==> src/rtl/alu_arbiter.sv <==
// Two-port arbiter in front of the shared MainALU. Port 0 is the EX stage and
// port 1 is the auxiliary address/branch unit. The winner's operands are
// registered onto the ALU inputs (S1). The ALU result is captured one cycle
// later (S2) and returned with a requester tag. A saturating counter tracks
// consumed overflowing responses.
module alu_arbiter #(
    parameter int unsigned DATA_W    = 16,
    parameter int unsigned PRIO_MODE = 0,
    parameter int unsigned OVF_CNT_W = 8
) (
    input  logic                  clk,
    input  logic                  rst,
    input  logic                  stall,
    input  logic                  req0_valid,
    input  logic [2:0]            req0_op,
    input  logic [DATA_W-1:0]     req0_a,
    input  logic [DATA_W-1:0]     req0_b,
    output logic                  req0_ready,
    input  logic                  req1_valid,
    input  logic [2:0]            req1_op,
    input  logic [DATA_W-1:0]     req1_a,
    input  logic [DATA_W-1:0]     req1_b,
    output logic                  req1_ready,
    output logic [DATA_W-1:0]     alu_a,
    output logic [DATA_W-1:0]     alu_b,
    output logic [2:0]            alu_ctrl,
    output logic                  alu_en,
    input  logic [2*DATA_W-1:0]   alu_result,
    input  logic                  alu_overflow,
    output logic                  resp_valid,
    output logic                  resp_id,
    output logic [2*DATA_W-1:0]   resp_result,
    output logic                  resp_overflow,
    output logic [OVF_CNT_W-1:0]  ovf_count,
    input  logic                  ovf_clr
);

    logic                  r_last_id;
    logic                  r_s1_valid;
    logic                  r_s1_id;
    logic [DATA_W-1:0]     r_alu_a;
    logic [DATA_W-1:0]     r_alu_b;
    logic [2:0]            r_alu_ctrl;
    logic                  r_resp_valid;
    logic                  r_resp_id;
    logic [2*DATA_W-1:0]   r_resp_result;
    logic                  r_resp_overflow;
    logic [OVF_CNT_W-1:0]  r_ovf_count;

    logic                  w_prio_fixed;
    logic                  w_gnt0;
    logic                  w_gnt1;
    logic                  w_accept;
    logic                  w_consume;
    logic                  w_ovf_sat;

    assign w_prio_fixed = (PRIO_MODE == 1);

    // Grant: nothing while stalled; a lone request wins; a contest goes to
    // port 0 in fixed mode, otherwise to the port that did not win last.
    always_comb begin
        w_gnt0 = 1'b0;
        w_gnt1 = 1'b0;
        if (!stall) begin
            if (req0_valid && req1_valid) begin
                if (w_prio_fixed || r_last_id) begin
                    w_gnt0 = 1'b1;
                end else begin
                    w_gnt1 = 1'b1;
                end
            end else begin
                w_gnt0 = req0_valid;
                w_gnt1 = req1_valid;
            end
        end
    end

    assign w_accept   = w_gnt0 | w_gnt1;
    assign req0_ready = w_gnt0;
    assign req1_ready = w_gnt1;

    // Issue stage: load the winner's operands; operands hold when idle.
    always_ff @(posedge clk or posedge rst) begin
        if (rst) begin
            r_last_id  <= 1'b1;
            r_s1_valid <= 1'b0;
            r_s1_id    <= 1'b0;
            r_alu_a    <= '0;
            r_alu_b    <= '0;
            r_alu_ctrl <= '0;
        end else if (!stall) begin
            r_s1_valid <= w_accept;
            if (w_accept) begin
                r_s1_id    <= w_gnt1;
                r_last_id  <= w_gnt1;
                r_alu_a    <= w_gnt1 ? req1_a  : req0_a;
                r_alu_b    <= w_gnt1 ? req1_b  : req0_b;
                r_alu_ctrl <= w_gnt1 ? req1_op : req0_op;
            end
        end
    end

    // Response stage: capture the combinational ALU output behind S1.
    always_ff @(posedge clk or posedge rst) begin
        if (rst) begin
            r_resp_valid    <= 1'b0;
            r_resp_id       <= 1'b0;
            r_resp_result   <= '0;
            r_resp_overflow <= 1'b0;
        end else if (!stall) begin
            r_resp_valid <= r_s1_valid;
            if (r_s1_valid) begin
                r_resp_id       <= r_s1_id;
                r_resp_result   <= alu_result;
                r_resp_overflow <= alu_overflow;
            end
        end
    end

    // A response is consumed in the single unstalled cycle it is visible.
    assign w_consume = r_resp_valid & ~stall;
    assign w_ovf_sat = (r_ovf_count == {OVF_CNT_W{1'b1}});

    // Saturating overflow event counter; clear wins over increment.
    always_ff @(posedge clk or posedge rst) begin
        if (rst) begin
            r_ovf_count <= '0;
        end else if (ovf_clr) begin
            r_ovf_count <= '0;
        end else if (w_consume && r_resp_overflow && !w_ovf_sat) begin
            r_ovf_count <= r_ovf_count + 1'b1;
        end
    end

    assign alu_a         = r_alu_a;
    assign alu_b         = r_alu_b;
    assign alu_ctrl      = r_alu_ctrl;
    assign alu_en        = r_s1_valid;
    assign resp_valid    = r_resp_valid;
    assign resp_id       = r_resp_id;
    assign resp_result   = r_resp_result;
    assign resp_overflow = r_resp_overflow;
    assign ovf_count     = r_ovf_count;

endmodule

==> config.mk <==
export PLATFORM = sky130hd
export DESIGN_NAME = alu_arbiter
export DESIGN_NICKNAME = d
export VERILOG_FILES = /design/src/rtl/alu_arbiter.sv
export SDC_FILE = /design/constraint.sdc
export NUM_CORES = 1
export LEC_CHECK = 0
export ABC_AREA = 1
export BUFFER_PORTS_ARGS = -buffer_cell sky130_fd_sc_hd__buf_2
export CAP_MARGIN = 20
export CORE_MARGIN = 10
export CORE_UTILIZATION = 41
export CTS_CLUSTER_SIZE = 20
export DETAILED_ROUTE_END_ITERATION = 10
export PLACE_DENSITY_LB_ADDON = 0.05
export SLEW_MARGIN = 30
export SYNTH_ARGS = -nofsm -noshare
export SYNTH_HDL_FRONTEND = slang
export SYNTH_SLANG_ARGS = --single-unit
==> constraint.sdc <==
create_clock -name clk -period 2.4 [get_ports clk]
set_clock_uncertainty 0.15 [all_clocks]
set_input_delay 0.36 -clock clk [delete_from_list [all_inputs] [get_ports clk]]
set_output_delay 0.36 -clock clk [all_outputs]
set_load 0.1 [all_outputs]
==> results by group, run 1 <==
Run status
  – Outcome: completed

STA
  – Worst-margin pin slew: approximately 700 ps
  – Slew headroom: 0.534
  – RSZ-0062 raised after global routing: no
  – Max Fclk: 502 MHz
  – Setup violators final: 0
  – Fin crit period: 1990 ps
  – Fin. max-slew vios: 0
  – Total Negative Setup Slacks: 0 ps
  – Fin crit share: 0.829
  – Final hold vios: 0

Worst setup path
  – Critical Path Max Stage Delay: around 520 ps
  – Setup CP Type: reg2out
  – WP data required: ~1900 ps
  – CP dominant cell by count: nand2_2
  – Slowest CP cell: dfstp_2
  – Crit path cell chain: inv_1, nand2_2, nand2_1, nand2_2, inv_2, buf_12
  – Crit path max fanout: 15
  – FF-to-FF Start: r_last_id$_DFFE_PP1P_
  – R2R depth: 7
  – Type of element capturing the critical path: output pin
  – CP arrival: about 1500 ps
  – R2R setup slack: approximately 780 ps
  – R2R Path End: alu_b[12]$_DFFE_PP0P_
  – Startpoint Class: flip-flop

Global routing
  – Total GRT Usage: 0.164
  – First-pass GRT wire length: about 17,000 microns
  – Initial antenna violation count: 0
  – Vias in the first global route: around 3,400
  – Pin count of the biggest net entering global routing: 43
  – Global route overflow: 0

Flow run
  – Max Cap Viol: 0

Synth
  – Xor/xnor share of the synthesized area: 0.00240
  – Largest family of logic cells by synthesized area: simple AND/OR/NAND/NOR gates
  – Register area share after synthesis: 0.556
  – Share of the synthesized area in the top cell type: 0.549
  – Syn avg cell area: around 10 sq um
  – Area leader, netlist: dfrtp_1
  – Synth Area in Compound Gates: 0.0117
  – Simple-gate share of the synthesized area: 0.250
  – Distinct cells, synth: 27
  – Area of the mapped netlist: about 0.0036 sq mm
  – Yosys warning count: 0
  – Adder-cell share of the synthesized area: 0.00343
  – Synthesized net count: about 470
  – Yosys reg bits: between 80 and 90
  – Synthesized netlist cell count: between 300 and 400
  – Synth area leaders: dfrtp_1 (55%), nand3_1 (11%), mux2_4 (10%), nand2_1 (10%), buf_6 (2.5%)
  – Multiplexer share of the synthesized area: 0.124

Hold path
  – Tightest Hold Check Type: in2reg
  – Hold path endpoint: alu_a[5]$_DFFE_PP0P_
  – Hold path startpoint: req0_a[5]
  – Hold Path Depth: 3

Floorplan
  – CORE AREA: approximately 0.0087 sq mm
  – Ports: 190
  – Initial core utilization: 0.421
  – Die X: between 100 and 150 microns
  – DIE HEIGHT: 114 microns
  – Die area: approximately 0.013 sq mm
  – FP Rows: 34

Power
  – Maximum vdd drop: roughly 0.46 mV
  – Int Pwr: ~2700 uW
  – Sequential share of power: 0.312
  – Switching share of power: 0.530
  – P per Cell Area: 1160 mW/mm^2
  – Leakage Power: 0.00266 uW
  – Switch Pwr: 3010 uW
  – Gate power share: 0.512
  – Clock power frac: 0.176

Finish
  – Fin cells: 660
  – Area growth, synth to finish: 34.2%
  – Design Area, Final: 0.00490 sq mm
  – Nets: 657
  – Share of layout cells above drive strength 1: 0.461

Route
  – Via/cell ratio: between 4 and 5
  – Routed length per placed instance: 16.8 microns
  – Initial drt markers: between 100 and 150
  – Detailed Route WL: around 11,000 microns
  – Routed Antenna Nets: 0
  – Via count: approximately 3,200
  – # DRC: 0
  – DRT Pass-1 Iters: 4

Clock network
  – Clk_lat worst skew: about 340 ps
  – Reg clk slew, reported paths: ~90 ps
  – CTS tree: done
  – Hold buffers post-CTS: 1
  – Post-CTS setup buffers: 0
  – CTS Buffer Depth: 2
  – Clk sink count: 81
  – Clock Root Buffer: clkbuf_8
  – Total CTS buffers: 9
  – H-tree levels: 3
  – PostCTS Resize Cnt: 0

Placement
  – Placed cells: 643
  – DP Wirelength: slightly above 8000 microns
  – IO buf count: about 190
  – GP Congestion: roughly 0.77
  – Placed cell area: approximately 0.0047 sq mm
==> cell usage after synthesis <==
| cell type | number |
|---|---|
| nor2_4 | 1 |
| a21oi_1 | 1 |
| ha_1 | 1 |
| nand2_1 | 98 |
| nor2_1 | 13 |
| inv_1 | 10 |
| inv_2 | 1 |
| nand2_4 | 1 |
| o21ai_0 | 5 |
| nor2_2 | 2 |
| mux2_4 | 25 |
| o21bai_1 | 1 |
| buf_6 | 8 |
| nand2_2 | 3 |
| o21ai_1 | 1 |
| buf_2 | 7 |
| mux2_2 | 7 |
| nand3_1 | 82 |
| dfstp_2 | 1 |
| xor2_1 | 1 |
| nand3b_1 | 1 |
| buf_4 | 1 |
| clkinv_1 | 1 |
| dfrtp_1 | 80 |
| inv_4 | 2 |
| nand2_8 | 1 |
| nor3_1 | 1 |
==> worst max-delay path by stage <==
stage | from | to | slack, ps | cells after the start
after global placement | req0_valid | req1_ready | 690 | 7
after CTS | r_last_id$_DFFE_PP1P_ | req1_ready | 380 | 6
after global routing | r_last_id$_DFFE_PP1P_ | req1_ready | 280 | 6
after detailed placement | req0_valid | alu_b[6]$_DFFE_PP0P_ | 680 | 9
after floorplan | ovf_count[0]$_DFFE_PP0P_ | ovf_count[5]$_DFFE_PP0P_ | 290 | 8
final | r_last_id$_DFFE_PP1P_ | req1_ready | 410 | 6
==> metrics by stage <==
step                power (uW)  hold slack, ps  worst slack (ps)  utilization
global placement          4710             319               689        0.540
detailed placement        4730             324               683        0.540
global route              5900            61.6               284        0.564
CTS                       5750            59.6               377        0.564
finish                    5680            75.9               410        0.564
floorplan                 4200             323               287            -
==> critical path, delay by kind of cell, from the launching register on <==
| kind | cells | cell delay, ps |
|---|---|---|
| buf+inv | 3 | 400 |
| simple gates | 3 | 210 |
| flops | 1 | 520 |
==> cell type report <==
| cell class | count | area [sq um] |
|---|---|---|
| Tap cell | 108 | 135 |
| Antenna cell | 1 | 2.50 |
| Timing Repair Buffer | 196 | 1040 |
| Fill cell | 829 | 3780 |
| Inverter | 14 | 61.3 |
| Multi-Input combinational cell | 245 | 1430 |
| Sequential cell | 81 | 2030 |
| Clock inverter | 3 | 40.0 |
| Clock buffer | 12 | 155 |
==> flip-flops by register name, summed over array words and instances (netlist names), 3 cells and up <==
name         cells
alu_b           16
alu_ctrl         3
resp_result     32
alu_a           16
ovf_count        8
==> cell families (layout without fill, tap and decap cells) <==
logic type,after synthesis,count (layout)
adders and majority gates,1,1
DFF,81,81
other,0,1
AOI/OAI and AO/OA,8,8
xor gates and xnor gates,1,1
buffers and inverters,30,225
and+or+nand+nor,203,203
muxes,32,32
==> layer usage <==
metal	GRT usage	share of wire	vias to the layer above	wire, microns
li1	-	-	1559	-
met1	0.191	0.42	1488	4650
met2	0.265	0.47	124	5190
met3	0.0697	0.094	16	1040
met4	0.0576	0.019	0	206
met5	0	0	-	0
==> power groups by stage <==
stage          sequential [uW]  combinational (uW)  clock, uW
3_3_place_gp              1780                2920          0
6_report                  1770                2910       1000
2_1_floorplan             3720                 483          0
3_5_place_dp              1790                2930          0
5_1_grt                   1800                3020       1090
4_1_cts                   1770                2940       1040
==> cells in the final DEF (no fill, tap or decap), types with 2 or more instances in the layout <==
cell type	count
buf_2	187
nand2_1	98
nand3_1	82
dfrtp_1	80
mux2_4	25
nor2_1	13
clkbuf_8	11
inv_1	9
mux2_2	7
o21ai_0	5
buf_4	5
nand2_2	3
buf_12	3
inv_4	2
nor2_2	2
clkinv_2	2
Note: power is estimated with default switching activity, not from simulation.
==> inputs of run 2 (changes only) <==
==> constraint.sdc (replaced) <==
create_clock -name clk -period 1.7 [get_ports clk]
set_clock_uncertainty 0.15 [all_clocks]
set_input_delay 0.255 -clock clk [delete_from_list [all_inputs] [get_ports clk]]
set_output_delay 0.255 -clock clk [all_outputs]
set_load 0.1 [all_outputs]
==> results by group, run 2 (synthesis results as in run 1) <==
Run status
  – Failing checks: setup timing
  – Outcome: finished, violations left

Worst setup path
  – Setup CP Type: reg2out
  – R2R depth: 7
  – CP arrival: about 1300 ps
  – Type of element capturing the critical path: output pin
  – CP Launch Point: r_last_id$_DFFE_PP1P_
  – FF-to-FF Start: r_last_id$_DFFE_PP1P_
  – WP data required: around 1300 ps
  – R2R Path End: alu_a[7]$_DFFE_PP0P_
  – Startpoint Class: flip-flop
  – Crit path max fanout: 2
  – R2R setup slack: 90 ps

Global routing
  – Initial antenna violation count: 0
  – First-pass GRT wire length: between 20,000 and 25,000 microns
  – M1 GR Usage: 0.220
  – GRT Max-Usage Layer: met2
  – M2 GR Usage: 0.345
  – M3 GR Usage: 0.0723
  – Vias in the first global route: 4,023
  – Pin count of the biggest net entering global routing: 39
  – Total GRT Usage: 0.200
  – Global route overflow: 0

Power
  – Switching share of power: 0.521
  – Leakage Power: between 0.003 and 0.004 uW
  – Switch Pwr: 4420 uW
  – Gate power share: 0.515
  – Clock power frac: 0.187
  – Int Pwr: 4060 uW
  – Maximum vdd drop: between 0.6 and 0.7 mV
  – P per Cell Area: 1390 mW/mm^2
  – Tot Pwr: approximately 8500 uW
  – Sequential share of power: 0.297

Route
  – Initial drt markers: 193
  – # DRC: 0
  – Routed Antenna Nets: 0
  – DRT Pass-1 Iters: 4
  – Routed length per placed instance: 16.8 microns
  – Via/cell ratio: ~4.8
  – Via count: 3,681
  – Detailed Route WL: between 10,000 and 15,000 microns

STA
  – Worst-margin pin slew: 521 ps
  – Fin crit share: 1.02
  – Slew headroom: 0.655
  – Fin. max-slew vios: 0
  – Setup violators final: 1
  – Total Negative Setup Slacks: -32.0 ps
  – RSZ-0062 raised after global routing: yes
  – Final WS setup: -32.0 ps
  – Fin crit period: roughly 1700 ps
  – Max Fclk: 577 MHz
  – Final hold vios: 0

Clock network
  – H-tree levels: 3
  – Total CTS buffers: 9
  – CTS Buffer Depth: 2
  – Clock Root Buffer: clkbuf_8
  – Reg clk slew, reported paths: roughly 90 ps
  – Clk sink count: 81
  – Clk_lat worst skew: around 340 ps
  – CTS tree: done

Hold path
  – Tightest Hold Check Type: in2reg
  – Hold path startpoint: ovf_clr
  – Hold path endpoint: ovf_count[2]$_DFFE_PP0P_
  – Hold Path Depth: 4

Finish
  – ANT cells: 0
  – Share of layout cells above drive strength 1: 0.420
  – Area growth, synth to finish: 67.0%
  – Finished Core Util: 0.702
  – Nets: just under 800
  – Design Area, Final: between 0.006 and 0.007 sq mm
  – Most common cell after layout, fill and taps aside: buf_2
  – Commonest non-fill, non-tap cells in the layout: buf_2 (186), dlygate4sd3_1 (104), nand2_1 (96), nand3_1 (82), dfrtp_1 (69)
  – Flip-flop count of the largest register after layout: 32

Floorplan
  – Die area: ~0.013 sq mm
  – Ports: between 150 and 200
  – DIE HEIGHT: between 100 and 150 microns
  – FP Rows: 34
  – CORE AREA: 0.00868 sq mm
  – Initial core utilization: 0.421
  – Die X: roughly 110 microns

Placement
  – IO buf count: approximately 190
  – Pre-CTS setup slack: 119 ps
  – Placed cell area: roughly 0.0048 sq mm
  – DP Wirelength: ~8600 microns
  – GP Congestion: 0.800

Flow run
  – Max Cap Viol: 0
==> run 2: cell types whose count changed in the layout (fill, tap and decap cells not counted), sizes merged, moves of 2 or more <==
cell	change
buf	+9
clkbuf	-3
dlygate4sd3	+103
inv	+2
==> run 2: stage by stage <==
| step | hold slack, ps | std cells |
|---|---|---|
| after floorplan | 218 | 356 |
| after global placement | 149 | 649 |
| after detailed placement | 152 | 649 |
| after CTS | 19.6 | 772 |
| after global routing | 32.2 | 772 |
| final | 36.1 | 772 |
==> run 2: power groups by stage <==
stage	clock network (uW)	logic [uW]	registers, uW
2_1_floorplan	0	682	5260
3_3_place_gp	0	4140	2530
3_5_place_dp	0	4170	2550
4_1_cts	1630	4380	2520
5_1_grt	1720	4530	2570
6_report	1590	4370	2520
==> run 2: worst max-delay path by stage <==
stage | to | slack, ps
floorplan | ovf_count[5]$_DFFE_PP0P_ | 20
global placement | r_last_id$_DFFE_PP1P_ | 150
detailed placement | alu_a[6]$_DFFE_PP0P_ | 120
CTS | req1_ready | -80
global route | req1_ready | -80
finish | req1_ready | -30
==> run 2: repair_timing <==
action                     in CTS  in global routing
buffers inserted                3                  0
pin swaps                       4                  5
hold buffers                  104                  0
setup endpoints to repair       3                 43
gates resized for setup         8                  4
hold endpoints to repair       83                  0
==> run 2: area by class of cell <==
class / instances / area, sq um
clock inverters: 7 / 103
multi-input cells: 245 / 1460
fillers: 697 / 2580
clock buffers: 9 / 124
inverters: 14 / 71.3
flip-flops and latches: 81 / 2050
well taps: 108 / 135
repair buffers: 308 / 2160
==> run 2: per-layer routing <==
| metal | vias up | part of all wire |
|---|---|---|
| li1 | 1779 | - |
| met1 | 1728 | 0.38 |
| met2 | 146 | 0.51 |
| met3 | 28 | 0.085 |
| met4 | 0 | 0.025 |
| met5 | - | 0 |
==> run 2: critical path, cell delays in order, from the launching register on <==
cell     delay, ps
dfstp_2        530
inv_2           40
nand2_4         70
nand2_4         60
nand2_4         70
inv_6           40
buf_12         150
==> inputs of run 3 (changes only) <==
--- a/config.mk
+++ b/config.mk
@@ -10,9 +10,11 @@
 export CAP_MARGIN = 20
 export CORE_MARGIN = 10
 export CORE_UTILIZATION = 41
+export CTS_BUF_LIST = sky130_fd_sc_hd__clkbuf_16
 export CTS_CLUSTER_SIZE = 20
 export DETAILED_ROUTE_END_ITERATION = 10
 export PLACE_DENSITY_LB_ADDON = 0.05
+export REMOVE_ABC_BUFFERS = 1
 export SLEW_MARGIN = 30
 export SYNTH_ARGS = -nofsm -noshare
 export SYNTH_HDL_FRONTEND = slang
==> results by group, run 3 (synthesis results as in run 1) <==
Worst setup path
  – Worst Path Buf+Inv: 3
  – CP arrival: 1310 ps
  – Delay-heaviest family, CP: flip-flops
  – R2R setup slack: about 80 ps
  – R2R Path End: alu_b[2]$_DFFE_PP0P_
  – Crit path max fanout: 2
  – CP dominant cell by count: nand2_4
  – Startpoint Class: flip-flop
  – Critical Path Max Stage Delay: around 520 ps
  – R2R depth: 9
  – Type of element capturing the critical path: output pin
  – WP data required: between 1000 and 1500 ps
  – Crit path cell chain: inv_2, nand2_4, nand2_4, nand2_4, inv_8, buf_12
  – FF-to-FF Start: r_last_id$_DFFE_PP1P_
  – Slowest CP cell: dfstp_2
  – Setup CP Type: reg2out

Clock network
  – CTS tree: done
  – H-tree levels: 3
  – CTS Buffer Depth: 2
  – Reg clk slew, reported paths: 60 ps
  – Clk sink count: between 80 and 90
  – Clock Root Buffer: clkbuf_16
  – Total CTS buffers: 9
  – Clk_lat worst skew: around 330 ps

STA
  – Fin. max-slew vios: 0
  – Worst-margin pin slew: 519 ps
  – RSZ-0062 raised after global routing: yes
  – Setup violators final: 1
  – Final hold vios: 0
  – Max Fclk: roughly 580 MHz
  – Total Negative Setup Slacks: -13.6 ps
  – Final WS setup: -13.6 ps
  – Slew headroom: 0.657
  – Fin crit share: 1.01
  – Fin crit period: between 1500 and 2000 ps

Hold path
  – Hold path startpoint: alu_result[17]
  – Hold Path Depth: 2
  – Tightest Hold Check Type: in2reg
  – Hold path endpoint: resp_result[17]$_DFFE_PP0P_

Route
  – # DRC: 0
  – Routed length per placed instance: approximately 16 microns
  – Detailed Route WL: between 10,000 and 15,000 microns
  – Via/cell ratio: 4.81
  – Via count: between 3,000 and 4,000
  – Routed Antenna Nets: 0
  – DRT Pass-1 Iters: 4
  – Initial drt markers: about 140

Global routing
  – Vias in the first global route: approximately 3,900
  – Pin count of the biggest net entering global routing: 39
  – Initial antenna violation count: 0
  – First-pass GRT wire length: roughly 19,000 microns
  – Total GRT Usage: 0.183
  – Global route overflow: 0

Floorplan
  – FP Rows: 34
  – CORE AREA: around 0.0087 sq mm
  – DIE HEIGHT: 114 microns
  – Ports: 190
  – Die area: 0.0131 sq mm
  – Die X: ~110 microns
  – Initial core utilization: 0.421

Power
  – Maximum vdd drop: roughly 0.96 mV
  – P per Cell Area: 1460 mW/mm^2
  – Leakage Power: slightly above 0.003 uW

Run status
  – Outcome: finished, violations left
  – Failing checks: setup timing

Finish
  – Commonest non-fill, non-tap cells in the layout: buf_2 (186), nand2_1 (97), nand3_1 (82), dfrtp_1 (80), dlygate4sd3_1 (77)
  – Fillcell total: between 600 and 700
  – Area of the multi-input gates: roughly 0.0014 sq mm
  – Most common cell after layout, fill and taps aside: buf_2
  – Area growth, synth to finish: 59.7%
  – Register area: just over 0.002 sq mm
  – Share of layout cells above drive strength 1: 0.416
  – Nets: 740
  – Flip-flop count of the largest register after layout: 32
  – ANT cells: 0

Placement
  – IO buf count: approximately 190
  – Pre-CTS setup slack: ~130 ps
  – DP Wirelength: roughly 8400 microns
  – GP Congestion: ~0.81

Flow run
  – Max Cap Viol: 0
run 3: cell types whose count changed in the layout (fill, tap and decap cells not counted), sizes merged:
cell         before  now
clkinvlp          2    1
bufinv            2    0
clkinv            3    7
buf             204  202
inv              14   12
dlygate4sd3     104   77
run 3: power by group:
| group | switching, uW | total, uW | internal, uW | leakage [uW] |
|---|---|---|---|---|
| registers | 208 | 2520 | 2310 | 0.000982 |
| clock network | 747 | 1720 | 972 | 0.000131 |
| logic | 3430 | 4300 | 866 | 0.00195 |
| total | 4380 | 8530 | 4150 | 0.00307 |
run 3: how the worst max path moves through the flow:
| stage | cells after the start | end | from | slack [ps] |
|---|---|---|---|---|
| 2_1_floorplan | 1 | alu_a[0]$_DFFE_PP0P_ | rst | -780 |
| 3_3_place_gp | 7 | alu_b[2]$_DFFE_PP0P_ | r_last_id$_DFFE_PP1P_ | 140 |
| 3_5_place_dp | 7 | alu_b[6]$_DFFE_PP0P_ | r_last_id$_DFFE_PP1P_ | 130 |
| 4_1_cts | 6 | req1_ready | r_last_id$_DFFE_PP1P_ | -60 |
| 5_1_grt | 6 | req1_ready | r_last_id$_DFFE_PP1P_ | -50 |
| 6_report | 6 | req1_ready | r_last_id$_DFFE_PP1P_ | -10 |
run 3: final cells by class:
cell class	instances	area share
Multi-Input combinational cell	245	0.249
Clock buffer	9	0.0386
Timing Repair Buffer	279	0.323
Inverter	14	0.0122
Tap cell	108	0.0232
Clock inverter	6	0.00622
Sequential cell	81	0.348
run 3: through the flow:
stage | total power, uW | cells | hold WS, ps | util | instance area, sq um
after floorplan | 5890 | 340 | 219 | - | 3520
after global placement | 6670 | 647 | 97.7 | 0.546 | 4740
after detailed placement | 6700 | 647 | 100 | 0.546 | 4740
after CTS | 8590 | 742 | 0.507 | 0.671 | 5820
after global routing | 8850 | 742 | 5.41 | 0.672 | 5830
final | 8530 | 742 | 6.13 | 0.672 | 5830
run 3: what timing repair did:
item                                    in CTS  in global routing
endpoints found under the hold margin       69                  0
hold buffers                                77                  0
endpoints found under the setup margin       3                 18
cloned                                       0                  0
buffers inserted                             3                  0
resized for setup                            9                  2
pin swaps                                    4                  3
run 3: metal layers:
metal / track usage / vias to the layer above / share of wire
met4: 0.0727 / 0 / 0.021
met1: 0.202 / 1685 / 0.38
met5: 0 / - / 0
met2: 0.308 / 132 / 0.51
li1: - / 1727 / -
met3: 0.0734 / 23 / 0.092
